## config.mk

```make
export PLATFORM = sky130hd
export DESIGN_NAME = mul_norm_flat
export DESIGN_NICKNAME = d
export VERILOG_FILES = /design/src/rtl/mul_norm_if.sv /design/src/rtl/mul_norm.sv /design/src/flat_wrapper.sv
export SDC_FILE = /design/constraint.sdc
export NUM_CORES = 1
export LEC_CHECK = 0
export CORE_UTILIZATION = 35
export DETAILED_ROUTE_END_ITERATION = 6
export SETUP_SLACK_MARGIN = 0.15
export SLEW_MARGIN = 20
export SYNTH_ARGS = -nofsm -noshare
export SYNTH_HDL_FRONTEND = slang
export SYNTH_SLANG_ARGS = --single-unit
```

## constraint.sdc

```tcl
create_clock -name clk -period 4.5 [get_ports clk]
set_input_delay 0.675 -clock clk [delete_from_list [all_inputs] [get_ports clk]]
set_output_delay 0.675 -clock clk [all_outputs]
set_load 0.02 [all_outputs]
```

## src/rtl/mul_norm_if.sv

```systemverilog
// Stream bus for the multiplier normalization stage: LZC-side input beat and
// rounding-side output beat, each with its own valid/ready pair.
interface mul_norm_if #(
    parameter int MANT_WIDTH = 24,
    parameter int EXP_WIDTH  = 10
);
    localparam int CNT_WIDTH = $clog2(MANT_WIDTH);

    logic                  in_valid;
    logic                  in_ready;
    logic [MANT_WIDTH-1:0] in_mant;
    logic [EXP_WIDTH-1:0]  in_exp;
    logic [CNT_WIDTH-1:0]  in_lzc;

    logic                  out_valid;
    logic                  out_ready;
    logic [MANT_WIDTH-1:0] out_mant;
    logic [EXP_WIDTH-1:0]  out_exp;
    logic                  out_zero;
    logic                  out_uflow;

    modport slave (
        input  in_valid, in_mant, in_exp, in_lzc, out_ready,
        output in_ready, out_valid, out_mant, out_exp, out_zero, out_uflow
    );

    modport master (
        output in_valid, in_mant, in_exp, in_lzc, out_ready,
        input  in_ready, out_valid, out_mant, out_exp, out_zero, out_uflow
    );
endinterface

```

## src/rtl/mul_norm.sv

```systemverilog
// Two-stage normalization shifter: stage 1 picks the shift and applies the
// byte-granular part, stage 2 applies the residual 0..7 bit shift.
module mul_norm #(
    parameter int MANT_WIDTH = 24,
    parameter int EXP_WIDTH  = 10
) (
    input  logic      clk,
    input  logic      rst,
    mul_norm_if.slave bus
);
    localparam int CNT_WIDTH = $clog2(MANT_WIDTH);
    localparam logic [CNT_WIDTH-1:0]     SH_MAX = CNT_WIDTH'(MANT_WIDTH - 1);
    localparam logic signed [EXP_WIDTH:0] ONE_X = (EXP_WIDTH + 1)'(1);

    // stage 1 registers
    logic                  s1_valid_q, s1_valid_d;
    logic [MANT_WIDTH-1:0] s1_mant_q, s1_mant_d;
    logic [2:0]            s1_fsh_q, s1_fsh_d;
    logic [EXP_WIDTH-1:0]  s1_exp_q, s1_exp_d;
    logic                  s1_zero_q, s1_zero_d;
    logic                  s1_uflow_q, s1_uflow_d;

    // output registers
    logic                  out_valid_q, out_valid_d;
    logic [MANT_WIDTH-1:0] out_mant_q, out_mant_d;
    logic [EXP_WIDTH-1:0]  out_exp_q, out_exp_d;
    logic                  out_zero_q, out_zero_d;
    logic                  out_uflow_q, out_uflow_d;

    logic                   out_adv, accept;
    logic [CNT_WIDTH-1:0]   sh_clamp, sh;
    logic signed [EXP_WIDTH:0] exp_ext, diff;
    logic [EXP_WIDTH-1:0]   exp1;
    logic                   zero1, uflow1;

    assign out_adv      = !out_valid_q || bus.out_ready;
    assign bus.in_ready = !s1_valid_q || out_adv;
    assign accept       = bus.in_valid && bus.in_ready;

    // Shift selection; the extra exponent bit keeps in_exp - sh from wrapping.
    always_comb begin
        sh_clamp = (bus.in_lzc > SH_MAX) ? SH_MAX : bus.in_lzc;
        exp_ext  = {bus.in_exp[EXP_WIDTH-1], bus.in_exp};
        diff     = exp_ext - $signed({{(EXP_WIDTH + 1 - CNT_WIDTH){1'b0}}, sh_clamp});
        zero1    = (bus.in_mant == '0);
        sh       = sh_clamp;
        exp1     = diff[EXP_WIDTH-1:0];
        uflow1   = 1'b0;
        if (diff < ONE_X) begin
            sh     = (exp_ext > ONE_X) ? CNT_WIDTH'(exp_ext - ONE_X) : '0;
            exp1   = '0;
            uflow1 = 1'b1;
        end
        if (zero1) begin
            exp1   = '0;
            uflow1 = 1'b0;
        end
    end

    always_comb begin
        s1_valid_d = accept || (s1_valid_q && !out_adv);
        s1_mant_d  = s1_mant_q;
        s1_fsh_d   = s1_fsh_q;
        s1_exp_d   = s1_exp_q;
        s1_zero_d  = s1_zero_q;
        s1_uflow_d = s1_uflow_q;
        if (accept) begin
            s1_mant_d  = bus.in_mant << {sh[CNT_WIDTH-1:3], 3'b000};
            s1_fsh_d   = sh[2:0];
            s1_exp_d   = exp1;
            s1_zero_d  = zero1;
            s1_uflow_d = uflow1;
        end
    end

    // Output holds while stalled; otherwise it takes stage 1 (or drains).
    always_comb begin
        out_valid_d = out_valid_q;
        out_mant_d  = out_mant_q;
        out_exp_d   = out_exp_q;
        out_zero_d  = out_zero_q;
        out_uflow_d = out_uflow_q;
        if (out_adv) begin
            out_valid_d = s1_valid_q;
            if (s1_valid_q) begin
                out_mant_d  = s1_mant_q << s1_fsh_q;
                out_exp_d   = s1_exp_q;
                out_zero_d  = s1_zero_q;
                out_uflow_d = s1_uflow_q;
            end
        end
    end

    always_ff @(posedge clk) begin
        if (rst) begin
            s1_valid_q  <= 1'b0;
            s1_mant_q   <= '0;
            s1_fsh_q    <= '0;
            s1_exp_q    <= '0;
            s1_zero_q   <= 1'b0;
            s1_uflow_q  <= 1'b0;
            out_valid_q <= 1'b0;
            out_mant_q  <= '0;
            out_exp_q   <= '0;
            out_zero_q  <= 1'b0;
            out_uflow_q <= 1'b0;
        end else begin
            s1_valid_q  <= s1_valid_d;
            s1_mant_q   <= s1_mant_d;
            s1_fsh_q    <= s1_fsh_d;
            s1_exp_q    <= s1_exp_d;
            s1_zero_q   <= s1_zero_d;
            s1_uflow_q  <= s1_uflow_d;
            out_valid_q <= out_valid_d;
            out_mant_q  <= out_mant_d;
            out_exp_q   <= out_exp_d;
            out_zero_q  <= out_zero_d;
            out_uflow_q <= out_uflow_d;
        end
    end

    assign bus.out_valid = out_valid_q;
    assign bus.out_mant  = out_mant_q;
    assign bus.out_exp   = out_exp_q;
    assign bus.out_zero  = out_zero_q;
    assign bus.out_uflow = out_uflow_q;
endmodule

```

## src/flat_wrapper.sv

```systemverilog
// flat-port wrapper written by rule: the top's interface ports become plain ports
module mul_norm_flat 
#(
    parameter int MANT_WIDTH = 24,
    parameter int EXP_WIDTH  = 10
)
  (clk, rst, bus_in_valid, bus_in_mant, bus_in_exp, bus_in_lzc, bus_out_ready, bus_in_ready, bus_out_valid, bus_out_mant, bus_out_exp, bus_out_zero, bus_out_uflow);
  mul_norm_if #(.MANT_WIDTH(MANT_WIDTH), .EXP_WIDTH(EXP_WIDTH)) bus_i ();
  input  logic clk;
  input  logic rst;
  input wire logic [$bits(bus_i.in_valid)-1:0] bus_in_valid;
  input wire logic [$bits(bus_i.in_mant)-1:0] bus_in_mant;
  input wire logic [$bits(bus_i.in_exp)-1:0] bus_in_exp;
  input wire logic [$bits(bus_i.in_lzc)-1:0] bus_in_lzc;
  input wire logic [$bits(bus_i.out_ready)-1:0] bus_out_ready;
  output wire logic [$bits(bus_i.in_ready)-1:0] bus_in_ready;
  output wire logic [$bits(bus_i.out_valid)-1:0] bus_out_valid;
  output wire logic [$bits(bus_i.out_mant)-1:0] bus_out_mant;
  output wire logic [$bits(bus_i.out_exp)-1:0] bus_out_exp;
  output wire logic [$bits(bus_i.out_zero)-1:0] bus_out_zero;
  output wire logic [$bits(bus_i.out_uflow)-1:0] bus_out_uflow;
  assign bus_i.in_valid = bus_in_valid;
  assign bus_i.in_mant = bus_in_mant;
  assign bus_i.in_exp = bus_in_exp;
  assign bus_i.in_lzc = bus_in_lzc;
  assign bus_i.out_ready = bus_out_ready;
  assign bus_in_ready = bus_i.in_ready;
  assign bus_out_valid = bus_i.out_valid;
  assign bus_out_mant = bus_i.out_mant;
  assign bus_out_exp = bus_i.out_exp;
  assign bus_out_zero = bus_i.out_zero;
  assign bus_out_uflow = bus_i.out_uflow;
  mul_norm #(.MANT_WIDTH(MANT_WIDTH), .EXP_WIDTH(EXP_WIDTH)) u_core (.clk(clk), .rst(rst), .bus(bus_i));
endmodule
```

# Word-level counts from Yosys, hierarchy flattened

Index checks and enable logic that the tools add are counted.

Order comparisons: 3
Shifts and indexed selects: 2
Reductions and logical operators: 10
Add/sub/neg operators: 2
Mux-type cells: 7

Operator list:

| kind                                                                             | count |
|---|---|
| 24-bit zero test                                                                 | 1 |
| 24-bit by 3-bit << shifter with 24-bit output                                    | 1 |
| 24-bit by 5-bit << shifter with 24-bit output                                    | 1 |
| 10-bit 2-to-1 mux                                                                | 2 |
| 5-bit 2-to-1 mux                                                                 | 3 |
| 11-bit by 2-bit < comparator with 1-bit output, second input constant            | 1 |
| 10-bit by 6-bit subtractor with 11-bit output                                    | 1 |
| 10-bit by 2-bit greater-than comparator with 1-bit output, second input constant | 1 |
| 5-bit greater-than comparator, second input constant                             | 1 |
| 5-bit by 2-bit subtractor with 5-bit output, second input constant               | 1 |
| 1-bit zero test                                                                  | 3 |
| 1-bit logical OR                                                                 | 3 |
| 1-bit logical AND                                                                | 2 |
| 1-bit 2-to-1 mux                                                                 | 2 |
| 2-bit AND reduction                                                              | 1 |

Bits of input ports: 43
Bits in registers: 77
Word-level logic and storage cells: 35
Output and inout port bits: 38

# Depth between registers and ports, before layout

Gate-level depths: netlist of run 1.

Word-level depth: 6
Mapped depth: 15
Depth with buffers taken out: 13

# Worst setup path after synthesis of run 1

No wires, ideal clock.

Kind: input-to-reg
Start point: input bus_in_lzc[4]
End point: register u_core.s1_mant_q[0]
Data arrival time: 3455 ps
Data required time: 4383 ps
Path buffers: 2
Stages: 15
Slack: 928 ps
Setup time: 117 ps
Cell sequence: nand2_1 > nand2b_1 > ha_1 > inv_1 > ha_1 > or2_2 > o22ai_2 > xnor2_1 > or4_4 > o21ai_4 > mux2_4 > buf_6 > and2_1 > buf_4 > a22o_1

Cells in the longest elaborated chain, start to end: 6

RTL lines:

| element                                         | RTL line           | source |
|---|---|---|
| start, declared                                 | flat_wrapper.sv:14 | `input wire logic [$bits(bus_i.in_lzc)-1:0] bus_in_lzc;` |
| 5-bit greater-than comparator                   | mul_norm.sv:42     | `sh_clamp = (bus.in_lzc > SH_MAX) ? SH_MAX : bus.in_lzc;` |
| 5-bit 2-to-1 mux *                              | mul_norm.sv:42     |  |
| 10-bit by 6-bit subtractor with 11-bit output   | mul_norm.sv:44     | `diff = exp_ext - $signed({{(EXP_WIDTH + 1 - CNT_WIDTH){1'b0}}, sh_clamp});` |
| 11-bit by 2-bit < comparator with 1-bit output  | mul_norm.sv:49     | `if (diff < ONE_X) begin` |
| 5-bit 2-to-1 mux *                              | mul_norm.sv:49     |  |
| 24-bit by 5-bit << shifter with 24-bit output * | mul_norm.sv:68     | `s1_mant_d = bus.in_mant << {sh[CNT_WIDTH-1:3], 3'b000};` |
| end signal, assigned                            | mul_norm.sv:109    | `s1_mant_q <= s1_mant_d;` |
| end, declared                                   | mul_norm.sv:17     | `logic [MANT_WIDTH-1:0] s1_mant_q, s1_mant_d;` |

Mark *: on every way between the ends. The rest lies on a longest branch, timed or not.
A chain may end at the register's enable or synchronous reset.

# Worst setup path in the final report of run 1

Start point: input bus_in_lzc[4]
End point: register u_core.s1_mant_q[21]

Same word-level chain as after synthesis.

==> results.md, run 1 <==
- Main area contributors after synthesis: dfxtp_1, mux2i_1, mux4_2, a211oi_1, nor2_1
- Leak Pwr: 2.01 nW
- TritonRoute pass-1 iters: 5
- Synth Net Count: around 530
- Vias: 3777
- GP Congestion: between 0.8 and 0.9
- CP startpoint: bus_in_lzc[4]
- Max_cap viols: 0
- CP arrival: ~4.3 ns
- Yosys top cell by area: dfxtp_1
- Post-CTS Resized: 0
- Initial Util: between 30% and 40%
- Post-synth ARST share: 0%
- Post-CTS setup buffer count: 0
- Final Power: about 2 mW
- Total CTS buffers: 9
- Layout Area Growth over Synthesis: 29.0%
- Rel. slew slack: a little under a third
- Outcome: completed
- Largest net degree at the start of global routing: between 50 and 60
- WL per Instance: about 16 µm
- Final slew viol count: 0
- DRT Wirelength: 11000 µm
- H-tree levels: 3
- First-pass GRT wire length: 17600 µm
- Initial antenna violation count: 0
- PwrDens: between 300 and 400 nW/µm²
- WP data required: about 4.7 ns
- Initial drt markers: 217
- Clock transition at path regs: approximately 0.06 ns
- TritonCTS clock tree: built
- Row cnt: 40
- Fin. Hold Viols: 0
- I/O pin total: 81
- Final setup violation count: 0
- Max frequency: between 200 and 250 MHz
- Die area: between 10000 and 15000 µm²
- Hold Crit Class: register to register
- Worst-skew pair later-pin latency: 0.33 ns
- Top FF cell, synth: dfxtp_1
- Worst flop-to-flop path startpoint: u_core.s1_fsh_q[0]
- Antenna cells: 0
- Critical path class: primary input to register
- Post-synthesis sequential area ratio: 35.8%
- DRC viols: 0
- CTS Hold Buffers Added: 0
- R2R cell count: 4
- Final cell count without fillers: between 600 and 700
- Area of the core: 12000 µm²
- Final nets: 594
- Synth unique cells: 51
- Mapped Cells: about 480
- Slew @ Worst Pin: ~1.0 ns
- Crit path capture: u_core.s1_mant_q[21]
- Placed cell count: 681
- Layout cell share with drive strength beyond 1: around 11%
- Number of synthesized flops with an enable pin: 0
- Max FO, Critical Path: 16
- Chip height: around 110 µm
- Total GRT Usage: around 17%
- Clock buffer depth: 2
- DRT antenna net count: 0
- Vias/cell: between 5 and 6
- Yosys top cell area share: a little over a third
- Worst R2R Setup Slack: between 2 and 2.5 ns
- Reg2reg end: u_core.bus.out_mant[20]
- VDD IR-drop max: ~0.00015 V
- Total Neg Setup Slack: 0 ns
- Crit path time final: 4.04 ns
- Vias in the first global route: approximately 3500
- Launching element type of the critical path: primary input
- Yosys Warn Count: 0
- FF+latch count, synth: 77
- Crit. End Element: register
- Final worst path period share: between 80% and 90%
- Die width: between 100 and 150 µm
- Total gr overflow: 0
- Detailed Place HPWL: roughly 8400 µm
- Root buffer cell: clkbuf_16
- Unrepaired setup endpoints after global routing: false
- Clock Skew: roughly 0.0075 ns
- Buffers on Ports: 80
- Clk sinks: 77
- Post-Syn Area per Cell: roughly 9 µm²
- Mapped cell area: roughly 4300 µm²
final cells by class:
class	count	area, µm²
clock inverter	3	90.1
tap	147	184
multi-input combinational	361	2580
timing repair buffer	89	863
clock buffer	13	270
fill	1177	6460
sequential	77	1540
inverter	7	26.3
per-layer routing:
metal	part of all wire [%]	wire length [µm]	up-vias	track usage (%)
met5	0	0	-	0
met2	43	4740	118	25.5
met3	5.4	592	11	3.11
met1	50	5550	1758	25.7
met4	1.1	121	0	5.61
li1	-	-	1890	-
sequential cells by signal, indices dropped and copies added (netlist names):
| name | count |
|---|---|
| u_core.bus.out_exp | 10 |
| u_core.bus.out_mant | 24 |
| u_core.bus.out_uflow | 1 |
| u_core.bus.out_valid | 1 |
| u_core.bus.out_zero | 1 |
| u_core.s1_exp_q | 10 |
| u_core.s1_fsh_q | 3 |
| u_core.s1_mant_q | 24 |
| u_core.s1_uflow_q | 1 |
| u_core.s1_valid_q | 1 |
| u_core.s1_zero_q | 1 |
power breakdown:
part           switching, mW  internal (mW)
clock                  0.271          0.587
sequential            0.0419          0.721
combinational          0.198          0.180
cell usage after synthesis, drive strengths merged, types with 2 or more instances:
cell type  count
dfxtp         77
nor2          55
mux2i         50
nand2         46
a211oi        29
o21ai         27
a21oi         26
clkbuf        23
a22oi         21
mux4          12
nand2b        11
nor4          11
buf           10
a22o           8
nor2b          8
nor3           8
inv            7
xnor2          7
ha             6
o21a           5
o211ai         4
xor2           4
and2           3
nand3          2
o22ai          2
or2            2
or4            2
layout by cell type, fill, tap and decap left out, types with 4 or more instances in the layout:
master / count
clkdlybuf4s50_1: 79
dfxtp_1: 77
nor2_1: 55
mux2i_1: 49
nand2_1: 46
a211oi_1: 29
a21oi_1: 25
a22oi_1: 21
mux4_2: 12
o21ai_2: 12
nand2b_1: 11
nor4_1: 11
clkbuf_16: 9
buf_4: 9
nor3_1: 8
o21ai_1: 8
a22o_1: 8
inv_1: 7
xnor2_1: 7
nor2b_1: 7
o21ai_0: 6
ha_1: 6
xor2_1: 4
o21a_1: 4
how the worst min path moves through the flow:
| stage | start | to | cells past startpoint |
|---|---|---|---|
| after floorplan | u_core.s1_zero_q | u_core.bus.out_zero | 2 |
| after global routing | u_core.s1_exp_q[6] | u_core.bus.out_exp[6] | 2 |
| after global placement | u_core.bus.out_exp[0] | u_core.bus.out_exp[0] | 2 |
| after detailed placement | u_core.bus.out_exp[8] | u_core.bus.out_exp[8] | 2 |
| final | u_core.bus.out_exp[1] | u_core.bus.out_exp[1] | 2 |
| after CTS | u_core.bus.out_exp[8] | u_core.bus.out_exp[8] | 2 |
kinds of logic (layout without fill, tap and decap cells):
group           count (synthesis)  after routing  share of synthesized area [%]
flops                          77             77                           35.8
xor+xnor                       11             11                           2.24
mux                            63             63                           18.3
simple gates                  152            152                           16.1
fa+ha+maj                       6              6                           1.74
buf+inv                        40            112                           4.39
compound gates                129            129                           21.4
worst max-delay path, stage by stage:
cell and delay [ns]:
clkdlybuf4s50_1 0.61, nand2_1 0.20, nand2b_1 0.15, ha_1 0.17
inv_1 0.06, ha_1 0.26, or2_2 0.31, o22ai_2 0.12
xnor2_1 0.11, or4_4 0.53, o21ai_4 0.23, mux2_4 0.32
buf_4 0.22, mux2i_1 0.22, o21ai_2 0.06
stage by stage:
| step | util [%] | hold slack [ns] | cell area (µm²) | setup slack [ns] |
|---|---|---|---|---|
| finish | 46.3 | 0.452 | 5560 | 0.458 |
| global route | 46.3 | 0.482 | 5560 | 0.251 |
| CTS | 46.3 | 0.458 | 5560 | 0.457 |
| detailed placement | 43.3 | 0.451 | 5190 | 0.106 |
| global placement | 43.3 | 0.445 | 5190 | 0.243 |
| floorplan | - | 0.432 | 4310 | 0.928 |
No activity file was read; power rests on OpenSTA's default activity.
==> run 2: changes to the inputs <==
--- a/config.mk
+++ b/config.mk
@@ -5,8 +5,10 @@
 export SDC_FILE = /design/constraint.sdc
 export NUM_CORES = 1
 export LEC_CHECK = 0
-export CORE_UTILIZATION = 35
+export CORE_UTILIZATION = 50
 export DETAILED_ROUTE_END_ITERATION = 6
+export GPL_ROUTABILITY_DRIVEN = 0
+export PLACE_DENSITY = 0.77
 export SETUP_SLACK_MARGIN = 0.15
 export SLEW_MARGIN = 20
 export SYNTH_ARGS = -nofsm -noshare
==> run 2 against run 1 <==
Sequential power barely moved. Largest power group is now registers. Worst setup slack better by 0.044 ns. Die area fell by 30%. Global-route usage is 6.2 points higher.
==> results.md, run 2 (synthesis results as in run 1) <==
- Outcome: completed
- Total gr overflow: 0
- Hold Crit Class: register to register
- Vias in the first global route: about 3400
- Fill count: approximately 730
- Final Power: 1.64 mW
- VDD IR-drop max: around 0.00013 V
- Die area: roughly 9000 µm²
- Clock buffer depth: 2
- Largest net degree at the start of global routing: 57
- CTS Hold Buffers Added: 0
- Clock transition at path regs: 0.08 ns
- Max frequency: about 250 MHz
- Clk sinks: 77
- Layout Area Growth over Synthesis: 23.6%
- Vias/cell: a little under 6
- Worst R2R Setup Slack: 2.19 ns
- Crit path cell chain: clkdlybuf4s50_1, nand2_1, nand2b_1, ha_1, inv_1, ha_1, or2_2, o22ai_2, xnor2_1, or4_4, o21ai_4, mux2_4, and2_1, a22o_1
- Max FO, Critical Path: 17
- Layout cell share with drive strength beyond 1: approximately 11%
- Final cell count without fillers: about 650
- Top cell by count, worst path: ha_1
- Rel. slew slack: between 30% and 40%
- Final nets: slightly below 600
- Crit-path slowest cell: clkdlybuf4s50_1
- WHS: 0.456 ns
- DRC viols: 0
- Slew @ Worst Pin: 1.05 ns
- Die width: between 90 and 100 µm
- Vias: roughly 3800
- Crit path time final: roughly 4 ns
- Root buffer cell: clkbuf_8
- Antenna cells: 0
- DRT Wirelength: ~10000 µm
- Launching element type of the critical path: primary input
- Footprint of the multi-input gates: 2580 µm²
- Max_cap viols: 0
- H-tree levels: 3
- TritonRoute pass-1 iters: 6
- Post-CTS Resized: 0
- Total CTS buffers: 9
- I/O pin total: 81
- Crit. End Element: register
- Chip height: 94.8 µm
- Unrepaired setup endpoints after global routing: false
- Final setup violation count: 0
- FF+latch area: between 1500 and 2000 µm²
- Leak Pwr: between 1.5 and 2 nW
- WL per Instance: approximately 15 µm
- Most common cell after layout, fill and taps aside: clkdlybuf4s50_1
- Detailed Place HPWL: roughly 7700 µm
- Worst-skew pair later-pin latency: 0.36 ns
- Total GRT Usage: a little under a quarter
- WP data required: roughly 4.8 ns
- Placed cell count: approximately 640
- Final slew viol count: 0
- PwrDens: around 300 nW/µm²
- TritonCTS clock tree: built
- DRT antenna net count: 0
- First-pass GRT wire length: about 16000 µm
- Initial antenna violation count: 0
- CP max stage delay: roughly 0.60 ns
- CP arrival: 4.25 ns
- Initial Util: 52.2%
- Initial drt markers: 202
- Final worst path period share: 88.8%
- Total Neg Setup Slack: 0 ns
- Fin. Hold Viols: 0
- Post-CTS setup buffer count: 0
- Buffers on Ports: 80
- Area of the core: between 8000 and 9000 µm²
- Most frequent cells in the layout: clkdlybuf4s50_1, dfxtp_1, nor2_1
- Critical path class: primary input to register
- Row cnt: 33
- Clock Skew: 0.00580 ns
run 2: cell count changes in the layout (fill, tap and decap cells not counted), sizes merged:
cell	delta
bufinv	-2
clkinv	+3
clkbuf	-3
clkinvlp	+2
buf	-1
run 2: worst paths after layout:
kind                                       startpoint                 endpoint  cells past startpoint
worst max-delay path                    bus_in_lzc[4]      u_core.s1_mant_q[0]                     14
worst min-delay path            u_core.bus.out_exp[8]    u_core.bus.out_exp[8]                      2
worst min register to register  u_core.bus.out_exp[8]    u_core.bus.out_exp[8]                      2
worst max register to register     u_core.s1_fsh_q[0]  u_core.bus.out_mant[19]                      4
run 2: worst max-delay path: cells and delay by family:
family                     cells  cell delay (ns)
adders and majority gates      2             0.42
and+or+nand+nor                5             1.32
muxes                          1             0.45
buffers and inverters          2             0.67
xor gates and xnor gates       1             0.12
AOI/OAI and AO/OA              3             0.55
run 2: layout make-up:
cell class | instances | share of cell area, %
clock inverter | 6 | 1.20
multi-input combinational | 361 | 48.4
timing repair buffer | 88 | 16.1
sequential | 77 | 28.9
clock buffer | 10 | 2.40
inverter | 7 | 0.493
tap | 105 | 2.47
run 2: layer usage:
metal  global-route usage, %  vias to the layer above  share of wire (%)
li1                        -                     1902                  -
met1                    34.1                     1764                 49
met2                    35.7                      117                 44
met3                    4.11                       13                5.0
met5                       0                        -                  0
met4                    7.07                        0                1.4
run 2: power breakdown:
part	switching [mW]	internal, mW
logic	0.195	0.179
registers	0.0410	0.720
clock network	0.254	0.255
total	0.490	1.15
run 2: stage by stage:
| step | setup slack, ns | cell area [µm²] | utilization [%] |
|---|---|---|---|
| floorplan | 0.928 | 4310 | - |
| global placement | 0.269 | 5130 | 62.2 |
| detailed placement | 0.141 | 5130 | 62.2 |
| CTS | 0.505 | 5330 | 64.5 |
| global route | 0.293 | 5330 | 64.5 |
| finish | 0.502 | 5330 | 64.5 |
